[src/rtl/mem_arbiter.sv]
// Purpose: two-requester (F read-only, D read/write) arbiter that splits granted bursts into single-word memory beats.
// Latency: grant one cycle after req; one beat per cycle while owning; ack one cycle after each accepted beat; >=1 idle cycle between bursts.
// Backpressure: mem_busy stalls the current beat (address/rw/data held, beat counter frozen, no ack).
module mem_arbiter #(
    parameter int ADDR_W  = 32,
    parameter int DATA_W  = 32,
    parameter int D_FIRST = 1
) (
    input  logic              clock,
    input  logic              reset_n,
    input  logic              f_req,
    input  logic [ADDR_W-1:0] f_addr,
    input  logic [1:0]        f_size,
    output logic              f_gnt,
    output logic              f_ack,
    input  logic              d_req,
    input  logic [ADDR_W-1:0] d_addr,
    input  logic [1:0]        d_size,
    input  logic              d_rw,
    input  logic [DATA_W-1:0] d_wdata,
    output logic              d_gnt,
    output logic              d_ack,
    output logic [DATA_W-1:0] rdata,
    output logic              mem_enable,
    output logic [ADDR_W-1:0] mem_address,
    output logic              mem_rw,
    output logic [1:0]        mem_access_size,
    output logic [DATA_W-1:0] mem_data_in,
    input  logic              mem_busy,
    input  logic [DATA_W-1:0] mem_data_out
);

    typedef enum logic [1:0] {
        S_IDLE  = 2'd0,
        S_OWN_F = 2'd1,
        S_OWN_D = 2'd2
    } state_t;

    state_t              r_state;
    state_t              w_next_state;
    logic                r_rr_d;        // 1: D wins the next tie
    logic [ADDR_W-1:0]   r_base;
    logic [3:0]          r_len_m1;
    logic [3:0]          r_cnt;
    logic                r_rw;
    logic                r_f_ack;
    logic                r_d_ack;
    logic [DATA_W-1:0]   r_rdata;

    logic                w_own;
    logic                w_accept;
    logic                w_last;
    logic                w_grant_f;
    logic                w_grant_d;
    logic                w_tie;
    logic [ADDR_W-1:0]   w_offset;
    logic                w_unused;

    // Byte offsets below a word are meaningless for single-word beats.
    assign w_unused = ^{f_addr[1:0], d_addr[1:0]};

    // Burst length code to (length - 1).
    function automatic logic [3:0] len_m1(input logic [1:0] size);
        case (size)
            2'b00:   return 4'd0;
            2'b01:   return 4'd3;
            2'b10:   return 4'd7;
            default: return 4'd15;
        endcase
    endfunction

    assign w_own    = (r_state != S_IDLE);
    assign w_accept = w_own & ~mem_busy;
    assign w_last   = (r_cnt == r_len_m1);
    assign w_offset = {{(ADDR_W-6){1'b0}}, r_cnt, 2'b00};

    // Next-state and grant decision; ties go to the round-robin side.
    always_comb begin
        w_next_state = r_state;
        w_grant_f    = 1'b0;
        w_grant_d    = 1'b0;
        w_tie        = 1'b0;
        case (r_state)
            S_IDLE: begin
                if (f_req && d_req) begin
                    w_tie     = 1'b1;
                    w_grant_d = r_rr_d;
                    w_grant_f = ~r_rr_d;
                end else if (d_req) begin
                    w_grant_d = 1'b1;
                end else if (f_req) begin
                    w_grant_f = 1'b1;
                end
                if (w_grant_d) begin
                    w_next_state = S_OWN_D;
                end else if (w_grant_f) begin
                    w_next_state = S_OWN_F;
                end
            end
            S_OWN_F, S_OWN_D: begin
                if (w_accept && w_last) begin
                    w_next_state = S_IDLE;
                end
            end
            default: w_next_state = S_IDLE;
        endcase
    end

    // State register; reset abandons any burst in flight.
    always_ff @(posedge clock or negedge reset_n) begin
        if (!reset_n) begin
            r_state <= S_IDLE;
        end else begin
            r_state <= w_next_state;
        end
    end

    // Burst context latched at grant, beat counter advanced on acceptance.
    always_ff @(posedge clock or negedge reset_n) begin
        if (!reset_n) begin
            r_rr_d   <= (D_FIRST != 0);
            r_base   <= '0;
            r_len_m1 <= '0;
            r_cnt    <= '0;
            r_rw     <= 1'b0;
        end else begin
            if (w_tie) begin
                r_rr_d <= ~r_rr_d;
            end
            if (w_grant_d) begin
                r_base   <= {d_addr[ADDR_W-1:2], 2'b00};
                r_len_m1 <= len_m1(d_size);
                r_cnt    <= '0;
                r_rw     <= d_rw;
            end else if (w_grant_f) begin
                r_base   <= {f_addr[ADDR_W-1:2], 2'b00};
                r_len_m1 <= len_m1(f_size);
                r_cnt    <= '0;
                r_rw     <= 1'b1;
            end else if (w_accept) begin
                r_cnt <= r_cnt + 4'd1;
            end
        end
    end

    // Per-beat acks and read data capture, one cycle after acceptance.
    always_ff @(posedge clock or negedge reset_n) begin
        if (!reset_n) begin
            r_f_ack <= 1'b0;
            r_d_ack <= 1'b0;
            r_rdata <= '0;
        end else begin
            r_f_ack <= w_accept & (r_state == S_OWN_F);
            r_d_ack <= w_accept & (r_state == S_OWN_D);
            if (w_accept && r_rw) begin
                r_rdata <= mem_data_out;
            end
        end
    end

    assign f_gnt           = (r_state == S_OWN_F);
    assign d_gnt           = (r_state == S_OWN_D);
    assign f_ack           = r_f_ack;
    assign d_ack           = r_d_ack;
    assign rdata           = r_rdata;
    assign mem_enable      = w_own;
    assign mem_address     = w_own ? (r_base + w_offset) : '0;
    assign mem_rw          = w_own & r_rw;
    assign mem_access_size = 2'b00;
    assign mem_data_in     = ((r_state == S_OWN_D) && !r_rw) ? d_wdata : '0;

endmodule
[config.mk]
export PLATFORM = sky130hd
export DESIGN_NAME = mem_arbiter
export DESIGN_NICKNAME = d
export VERILOG_FILES = /design/src/rtl/mem_arbiter.sv
export SDC_FILE = /design/constraint.sdc
export NUM_CORES = 1
export LEC_CHECK = 0
export BUFFER_PORTS_ARGS = -buffer_cell sky130_fd_sc_hd__buf_2
export CAP_MARGIN = 10
export CORE_MARGIN = 5
export CORE_UTILIZATION = 41
export CTS_CLUSTER_DIAMETER = 80
export CTS_CLUSTER_SIZE = 40
export DETAILED_ROUTE_END_ITERATION = 8
export GPL_ROUTABILITY_DRIVEN = 0
export HOLD_SLACK_MARGIN = 0.15
export MAX_ROUTING_LAYER = met4
export PLACE_DENSITY = 0.78
export SLEW_MARGIN = 20
export SYNTH_ARGS = -nofsm -noshare
export SYNTH_HDL_FRONTEND = slang
export SYNTH_SLANG_ARGS = --single-unit
[constraint.sdc]
create_clock -name clock -period 2.1 [get_ports clock]
set_input_delay 0 -clock clock [delete_from_list [all_inputs] [get_ports clock]]
set_output_delay 0 -clock clock [all_outputs]
set_load 0.03 [all_outputs]
==> out/summary.txt, run 1 <==
Result of the run - complete, but fails checks
Violations in the final reports - setup timing
Power Density - 1290 nW/um^2
Clock Sinks - 75
Worst-case clock buffer depth - 2
Cell Area, Synth - 4320 sq um
Final wirelength - 19.4 mm
Total number of nets in the final design - 963
Clock tree from TritonCTS - built
Chip height - 113 microns
Required time reported for the critical path endpoint - 2.10 ns
Number of clock buffers inserted by TritonCTS - 9
Hold Vio Cnt, Final - 0
Half-perimeter wire length after detailed placement - 10.7 mm
Reg-to-reg setup timing slack - 0.16 ns
Antenna violations before repair - 0
Global router's overall resource usage - 28.9%
Antenna Diode Count - 0
Overall die area - 12700 sq um
Sequential cell area fraction in the yosys report - 43.5%
Count of non-filler cells in the finished layout - 957
Clock latency at the later pin of the worst-skew pair - 0.36 ns
H-Tree Level Count - 3
Pwr Total - 10.0 mW
Initial DRC Count - 395
Routed vias/inst - 5.72
Via count of the first global-routing pass - 5558
Fill cell instance count of the final layout - 627
Setup TNS - -8.08 ns
Worst min path class - input pin to async pin
Setup slack after layout - -0.469 ns
Effective utilization at floorplan - 42.0%
Unrepaired setup endpoints after global routing - true
Async set-or-reset flop fraction in the synthesized netlist - 100%
Number of instances in the synthesized netlist - 458
Total number of yosys warnings - 0
Pre-CTS setup slack - -0.0716 ns
Distinct cells, synth - 46
Number of placed I/O pins - 242
Number of routed nets with antenna violations - 0
DRC violation count after routing - 0
Final critical-path required period - 2.57 ns
Headroom to the max-slew limit - 34.9%
Fmax - 0.389 GHz
Worst Setup Start Kind - flop
Average size of a mapped cell - 9.42 sq um
Layout-stage area growth over the synthesis result - 80.2%
Share of post-route cells with drive strength above 1 - 48.7%
Vias after detailed routing - 5472
Transition time of the tightest slew-check pin - 0.976 ns
Critical path endpoint category - output port
Count of endpoints failing setup in the final report - 26
Number of rows created at floorplan - 37
Die width - 113 microns
Peak supply drop - 1020 uV
Arrival time at the worst endpoint - 2.57 ns
Count of flip-flops with a built-in enable after synthesis - 0
Worst Setup Path Type - flop to output port
Highest net fanout along the worst path - 6
Fin. max-slew vios - 0
Most common flop cell mapped by yosys - dfrtp_1
Input/output buffers - 233
Register clock-pin slew on the reported worst setup and hold paths - 0.09 ns
Number of detailed-route iterations in the first pass - 5
Placed instance count - 819
Mean routed wirelength per cell - 20.2 microns
Pleak - 3.60 nW
Core region area - 10300 sq um
Final setup skew - 0.0156 ns
Root Driver - clkbuf_8
# Max-Cap Violations - 0
Gr ovfl total - 0
Period Utilization, post-route - 122%
Global-route wire length before repair - 28.5 mm
Maximum number of pins on one net before global-route repair - 76
Count of state elements after synthesis - 75
-- cell families after synthesis --
logic type | synth area share [%]
buffers and inverters | 5.25
adder cells (fa/ha/maj) | 2.78
multiplexers | 9.88
other | 0.0869
AO/OA/AOI/OAI | 16.2
flip-flops | 43.5
XOR/XNOR | 2.03
AND/OR/NAND/NOR | 20.2
-- layer usage --
layer | up-vias | share of wire (%) | global-route usage [%] | routed length [microns]
li1 | 2373 | - | - | -
met1 | 2609 | 34 | 30.6 | 6650
met2 | 394 | 53 | 53.5 | 10200
met3 | 96 | 7.8 | 4.53 | 1510
met4 | 0 | 4.9 | 11.1 | 944
met5 | - | 0 | - | 0
-- worst paths after layout --
| check | from | to | cells after the start |
|---|---|---|---|
| setup / recovery | r_base[2]$_DFFE_PN0P_ | mem_address[20] | 8 |
| setup reg to reg | r_state[0]$_DFFE_PN0P_ | r_len_m1[3]$_DFFE_PN0P_ | 6 |
| hold / removal | reset_n | r_base[25]$_DFFE_PN0P_ | 2 |
| max in group asynchronous | reset_n | r_cnt[2]$_DFFE_PN0P_ | 2 |
| hold reg to reg | r_rr_d$_DFFE_PN1P_ | r_rr_d$_DFFE_PN1P_ | 1 |
| min in group clock | d_wdata[20] | mem_data_in[20] | 3 |
-- report_power, final --
group / internal [mW] / switching (mW)
logic: 2.43 / 3.71
clock network: 0.472 / 0.647
registers: 2.14 / 0.639
-- cell type report --
cell class                 instances  area (sq um)  area share (%)
clock buffer                       9           124            1.59
clock inverter                     7          75.1           0.965
multi-input combinational        340          2720            34.9
timing repair buffer             380          2770            35.7
inverter                          10          37.5           0.483
tap                              136           170            2.19
sequential                        75          1880            24.2
-- layout by cell type, fill, tap and decap left out, drive strengths merged, types with 5 or more instances in the layout --
cell         instances
dfrtp               74
clkbuf               9
nor2b                7
o22ai               25
inv                 15
ha                   8
buf                277
a21oi               21
o21ai               41
mux2                37
o31ai               11
nor2                21
or4                 10
o221ai               5
nand2               40
nand4                7
and2                37
nand3               12
or3                  8
dlygate4sd3        103
xnor2                6
-- stage by stage --
stage	util (%)	cell area, sq um	hold slack, ns
CTS	73.4	7550	0.355
global route	75.7	7780	0.368
detailed placement	57.1	5870	0.211
finish	75.7	7780	0.330
global placement	57.1	5870	0.197
floorplan	-	4490	-0.296
-- flip-flops by register name (all words and copies together) (netlist names) --
| register | flops |
|---|---|
| d_ack | 1 |
| f_ack | 1 |
| r_base | 30 |
| r_cnt | 4 |
| r_len_m1 | 3 |
| r_rr_d | 1 |
| r_rw | 1 |
| r_state | 2 |
| rdata | 32 |
-- Yosys cell counts, drive strengths merged, types with 10 or more instances --
| cell | count | area, sq um |
|---|---|---|
| clkbuf | 19 | 71.3 |
| dfrtp | 74 | 1850 |
| inv | 10 | 37.5 |
| a21oi | 21 | 105 |
| o31ai | 11 | 82.6 |
| o22ai | 25 | 156 |
| nand3 | 12 | 72.6 |
| or4 | 10 | 75.1 |
| mux2 | 37 | 417 |
| nor2 | 21 | 78.8 |
| buf | 18 | 118 |
| and2 | 37 | 231 |
| o21ai | 41 | 205 |
| nand2 | 40 | 150 |
-- worst max-delay path: stages, from the launching register on --
cell and delay [ns]:
dfrtp_1 0.36, ha_2 0.19, inv_2 0.04, fa_2 0.33
nand2b_4 0.17, a21o_4 0.26, or4_1 0.50, a21oi_4 0.19
buf_4 0.19
-- repair_timing --
action                     in CTS  in global routing
pin swaps                      18                 20
hold endpoints to repair      147                  0
setup endpoints to repair      26                 27
gates cloned                    4                  0
setup buffers                   5                 18
resized for setup              83                 41
hold buffers                  103                  0
No activity file was read; power rests on OpenSTA's default activity.
==> run 2, diff against run 1 <==
Settings changed: CELL_PAD_IN_SITES_DETAIL_PLACEMENT from default to 0, CELL_PAD_IN_SITES_GLOBAL_PLACEMENT from default to 2, CORE_UTILIZATION 41 to 22, HOLD_SLACK_MARGIN 0.15 to 0.12, MAX_ROUTING_LAYER met4 to default, PLACE_DENSITY 0.78 to default, PLACE_DENSITY_LB_ADDON from default to 0.1.
==> run 2 against run 1 <==
  * The flow still finishes with violations (setup timing)
  * Non-clock buffer count stayed put
  * Wire length is 14% lower
  * Fmax is 3.5% higher
  * Design area is 0.16% lower
  * Critical path type unchanged
==> out/summary.txt, run 2 (synthesized netlist as in run 1, its figures left out) <==
Layout-stage area growth over the synthesis result - 79.9%
Vias after detailed routing - 4796
Final critical-path required period - 2.48 ns
Input/output buffers - 233
Number of flip-flops under the largest register name - 32
Number of clock buffers inserted by TritonCTS - 9
Pre-CTS setup slack - -0.0554 ns
Global-route wire length before repair - 26.3 mm
Setup slack after layout - -0.382 ns
Core region area - 19400 sq um
Startpoint of the worst-slack reg-to-reg timing path - r_state[0]$_DFFE_PN0P_
H-Tree Level Count - 3
Global router's overall resource usage - 14.8%
Peak supply drop - 743 uV
Effective utilization at floorplan - 22.3%
Initial DRC Count - 102
Headroom to the max-slew limit - 51.3%
Cell type of the slowest stage on the worst timing path - or4_4
Period Utilization, post-route - 118%
Result of the run - complete, but fails checks
Root Driver - clkbuf_16
Clock latency at the later pin of the worst-skew pair - 0.34 ns
Share of post-route cells with drive strength above 1 - 46.0%
Number of routed nets with antenna violations - 0
Fmax - 0.403 GHz
Half-perimeter wire length after detailed placement - 11.7 mm
Antenna violations before repair - 2
Combined buffer and inverter count along the critical path - 2
Critical path endpoint category - output port
Logic depth of the worst setup path including buffers - 8
Transition time of the tightest slew-check pin - 0.730 ns
Count of non-filler cells in the finished layout - 1089
Number of placed I/O pins - 242
Arrival time at the worst endpoint - 2.48 ns
Chip height - 150 microns
Maximum number of pins on one net before global-route repair - 76
Via count of the first global-routing pass - 5215
Pwr Total - 10.1 mW
Fill cell instance count of the final layout - 1971
Peak per-stage delay on the critical path - 0.50 ns
Overall die area - 22500 sq um
Routed vias/inst - 4.40
Cell Chain, Critical Path - ha_2, inv_2, fa_2, nand2b_4, a21o_4, or4_4, a21oi_4, buf_6
Worst-case clock buffer depth - 2
Worst min path class - input pin to async pin
DRC violation count after routing - 0
DP Area - 6140 sq um
Gr ovfl total - 0
Highest net fanout along the worst path - 7
Number of detailed-route iterations in the first pass - 4
Pleak - 3.58 nW
Leading cell type in the layout, fill and taps excluded - buf_2
Worst reg2reg endpoint - r_base[18]$_DFFE_PN0P_
Required time reported for the critical path endpoint - 2.10 ns
Total number of nets in the final design - 964
Clock tree from TritonCTS - built
Register clock-pin slew on the reported worst setup and hold paths - 0.07 ns
Number of rows created at floorplan - 51
Placed instance count - 960
Final wirelength - 16.6 mm
Die width - 150 microns
Unrepaired setup endpoints after global routing - true
Finished layout cell area - 7760 sq um
Fin. max-slew vios - 0
Total area of multi-input combinational cells - 2510 sq um
Final setup skew - 0.0111 ns
# Max-Cap Violations - 0
Hold Vio Cnt, Final - 0
Sequential cell area - 1880 sq um
Family with the most delay on the worst path - simple AND/OR/NAND/NOR gates
Clock Sinks - 75
Core occupancy in the finished layout - 40.0%
Final hold slack - 0.277 ns
Worst reg2reg path depth - 7
Reg-to-reg setup timing slack - 0.22 ns
Setup TNS - -5.56 ns
Most frequent cells in the layout - buf_2 (207), dlygate4sd3_1 (102), dfrtp_1 (74), buf_4 (50), nand2_1 (39)
Worst Setup Path Type - flop to output port
Worst Setup Start Kind - flop
Mean routed wirelength per cell - 15.3 microns
Count of endpoints failing setup in the final report - 26
Power Density - 1300 nW/um^2
Violations in the final reports - setup timing
-- run 2: how the worst max path moves through the flow --
stage,start,end,slack [ns]
after floorplan,r_cnt[1]$_DFFE_PN0P_,mem_address[7],-0.07
after global placement,r_cnt[0]$_DFFE_PN0P_,mem_address[16],-0.04
after detailed placement,r_base[2]$_DFFE_PN0P_,mem_address[16],-0.06
after CTS,r_cnt[0]$_DFFE_PN0P_,mem_address[16],-0.41
after global routing,r_cnt[0]$_DFFE_PN0P_,mem_address[16],-0.46
final,r_cnt[0]$_DFFE_PN0P_,mem_address[16],-0.38
-- run 2: area by class of cell --
cell class / count / area share, %
Inverter: 10 / 0.483
Tap cell: 265 / 4.27
Sequential cell: 75 / 24.2
Antenna cell: 2 / 0.0645
Multi-Input combinational cell: 341 / 32.3
Clock inverter: 7 / 0.983
Timing Repair Buffer: 380 / 34.8
Clock buffer: 9 / 2.90
-- run 2: routing by layer --
layer	wire length, microns	part of all wire (%)	global-route usage [%]	up-vias
li1	-	-	-	2382
met1	6990	42	17.5	2222
met2	8070	49	25.5	170
met3	1230	7.4	4.30	22
met4	342	2.1	5.12	0
met5	0	0	0	-
-- run 2: what timing repair did --
item,in CTS,in global routing
setup buffers,5,2
gates cloned,2,0
hold endpoints to repair,146,0
pin swaps,3,2
endpoints found under the setup margin,26,27
hold buffers,102,0
resized for setup,63,8
-- run 2: power breakdown --
group          switching, mW  leakage (nW)  internal, mW  total (mW)
Sequential             0.458         0.908          2.15        2.60
Combinational           3.50          2.52          2.41        5.91
Clock                  0.730         0.149         0.847        1.58
Total                   4.69          3.58          5.40        10.1
-- run 2: worst register-to-register path: cells and delay by family (launching register included) --
kind | cells | cell delay, ns
buffers and inverters | 3 | 0.54
flip-flops | 1 | 0.40
AND/OR/NAND/NOR | 1 | 0.32
AO/OA/AOI/OAI | 2 | 0.32
adder cells (fa/ha/maj) | 1 | 0.22
==> run 3, diff against run 2 <==
Settings changed: PLACE_DENSITY from default to 0.77, PLACE_DENSITY_LB_ADDON 0.1 to default.
==> run 3 against run 2 <==
  * The flow still finishes with violations (setup timing)
  * Via count grew 0.27%
  * Design area grew 0.66%
  * Worst hold slack lost 0.074 ns
  * Flip-flop and latch count is the same
  * Non-clock buffer count shrank 3
  * Die area is the same
  * Utilization grew 0.26 points
  * Count of clock-buffer cells in the layout is the same
  * Sequential share of layout area shrank 0.16 points
  * Combinational power is essentially flat
  * Critical endpoint unchanged
==> out/summary.txt, run 3 (synthesized netlist as in run 1, its figures left out) <==
Result of the run - complete, but fails checks
Violations in the final reports - setup timing
Finished layout cell area - 7820 sq um
Chip height - 150 microns
Die width - 150 microns
Combinational cell fraction of total power - 58.3%
Number of flip-flops under the largest register name - 32
Fin. max-slew vios - 0
Clock Sinks - 75
Critical path endpoint category - output port
Hold Vio Cnt, Final - 0
Effective utilization at floorplan - 22.3%
Peak supply drop - 609 uV
DRC violation count after routing - 0
Final critical-path required period - 2.48 ns
Worst Setup Start Kind - flop
Share of power burned in the clock network - 16.0%
Core region area - 19400 sq um
Arrival time at the worst endpoint - 2.48 ns
Global-route wire length before repair - 27.6 mm
Share of total power consumed by net switching - 46.6%
Gr ovfl total - 0
Clock latency at the later pin of the worst-skew pair - 0.34 ns
Transition time of the tightest slew-check pin - 0.598 ns
Final setup skew - 0.00449 ns
Vias after detailed routing - 4809
Setup slack after layout - -0.382 ns
Antenna violations before repair - 0
Leading cell type in the layout, fill and taps excluded - buf_2
Worst Setup Path Type - flop to output port
Share of post-route cells with drive strength above 1 - 46.9%
Highest net fanout along the worst path - 7
Register clock-pin slew on the reported worst setup and hold paths - 0.07 ns
Maximum number of pins on one net before global-route repair - 40
Half-perimeter wire length after detailed placement - 12.8 mm
Count of endpoints failing setup in the final report - 23
Total number of nets in the final design - 961
Number of clock buffers inserted by TritonCTS - 9
Via count of the first global-routing pass - 5018
Required time reported for the critical path endpoint - 2.10 ns
DP Area - 6150 sq um
H-Tree Level Count - 3
Number of detailed-route iterations in the first pass - 4
Antenna Diode Count - 0
Worst min path class - input pin to async pin
# Max-Cap Violations - 0
Final wirelength - 18.4 mm
Headroom to the max-slew limit - 60.1%
Number of placed I/O pins - 242
Period Utilization, post-route - 118%
Power Density - 1300 nW/um^2
Number of routed nets with antenna violations - 0
Initial DRC Count - 121
Routed vias/inst - 4.44
Overall die area - 22500 sq um
Global router's overall resource usage - 16.0%
Layout-stage area growth over the synthesis result - 81.1%
Unrepaired setup endpoints after global routing - true
Clock tree from TritonCTS - built
Fmax - 0.403 GHz
Root Driver - clkbuf_16
P_sw - 4.74 mW
Number of rows created at floorplan - 51
Pint - 5.44 mW
Pre-CTS setup slack - -0.0503 ns
Input/output buffers - 233
Pleak - 3.57 nW
Sequential share of power - 25.6%
Mean routed wirelength per cell - 17.0 microns
Worst-case clock buffer depth - 2
Most frequent cells in the layout - buf_2 (207), dlygate4sd3_1 (102), dfrtp_1 (74), buf_4 (45), nand2_1 (39)
[run 3: critical path, stage by stage (launching register included)]
cell and delay [ns]:
dfrtp_1 0.36, ha_2 0.19, inv_2 0.04, fa_2 0.33
nand2b_4 0.18, a21o_4 0.27, or4_4 0.51, a21oi_4 0.13
buf_6 0.14
[run 3: worst paths after layout]
check	start	end	slack, ns	cells after the start
worst min-delay path	reset_n	r_base[22]$_DFFE_PN0P_	0.20	2
worst max-delay path	r_base[2]$_DFFE_PN0P_	mem_address[16]	-0.38	8
worst max register to register	r_state[0]$_DFFE_PN0P_	r_len_m1[1]$_DFFE_PN0P_	0.21	6
min in group clock	d_wdata[15]	mem_data_in[15]	0.35	3
worst min register to register	r_rr_d$_DFFE_PN1P_	r_rr_d$_DFFE_PN1P_	0.49	1
max in group asynchronous	reset_n	r_base[5]$_DFFE_PN0P_	1.27	3
[run 3: power groups by stage]
stage               clock network [mW]  logic, mW  registers (mW)
CTS                               1.68       5.94            2.60
global route                      1.74       6.40            2.72
finish                            1.63       5.94            2.61
floorplan                            0       2.86            3.25
global placement                     0       5.43            2.59
detailed placement                   0       5.45            2.61
[run 3: layer usage]
metal / wire length (microns) / vias to the layer above / GRT usage (%)
met5: 0 / - / 0
li1: - / 2360 / -
met4: 214 / 0 / 3.80
met2: 9560 / 193 / 30.6
met3: 1430 / 17 / 4.12
met1: 7200 / 2239 / 17.6
[run 3: repair_timing]
item / CTS / global route
endpoints found under the hold margin: 124 / 0
hold buffers: 102 / 0
setup buffers: 2 / 1
gates cloned: 2 / 0
endpoints found under the setup margin: 26 / 27
resized for setup: 71 / 13
pin swaps: 14 / 8
[run 3: layout make-up]
type,instances,area [sq um]
clock inverters,7,81.3
fillers,1960,11600
clock buffers,9,225
repair buffers,377,2690
well taps,265,332
flip-flops and latches,75,1880
inverters,10,37.5
multi-input cells,341,2570
[run 3: metrics by stage]
step           util, %  TNS, ns  hold slack, ns  power (mW)  std cells
2_1_floorplan        -   -0.268          -0.296        6.11        461
3_3_place_gp      31.7  -0.0878          0.0472        8.02        961
3_5_place_dp      31.7   -0.276          0.0537        8.05        961
4_1_cts           39.9    -5.85           0.232        10.2       1083
5_1_grt           40.3    -6.97           0.270        10.9       1084
6_report          40.3    -4.84           0.202        10.2       1084
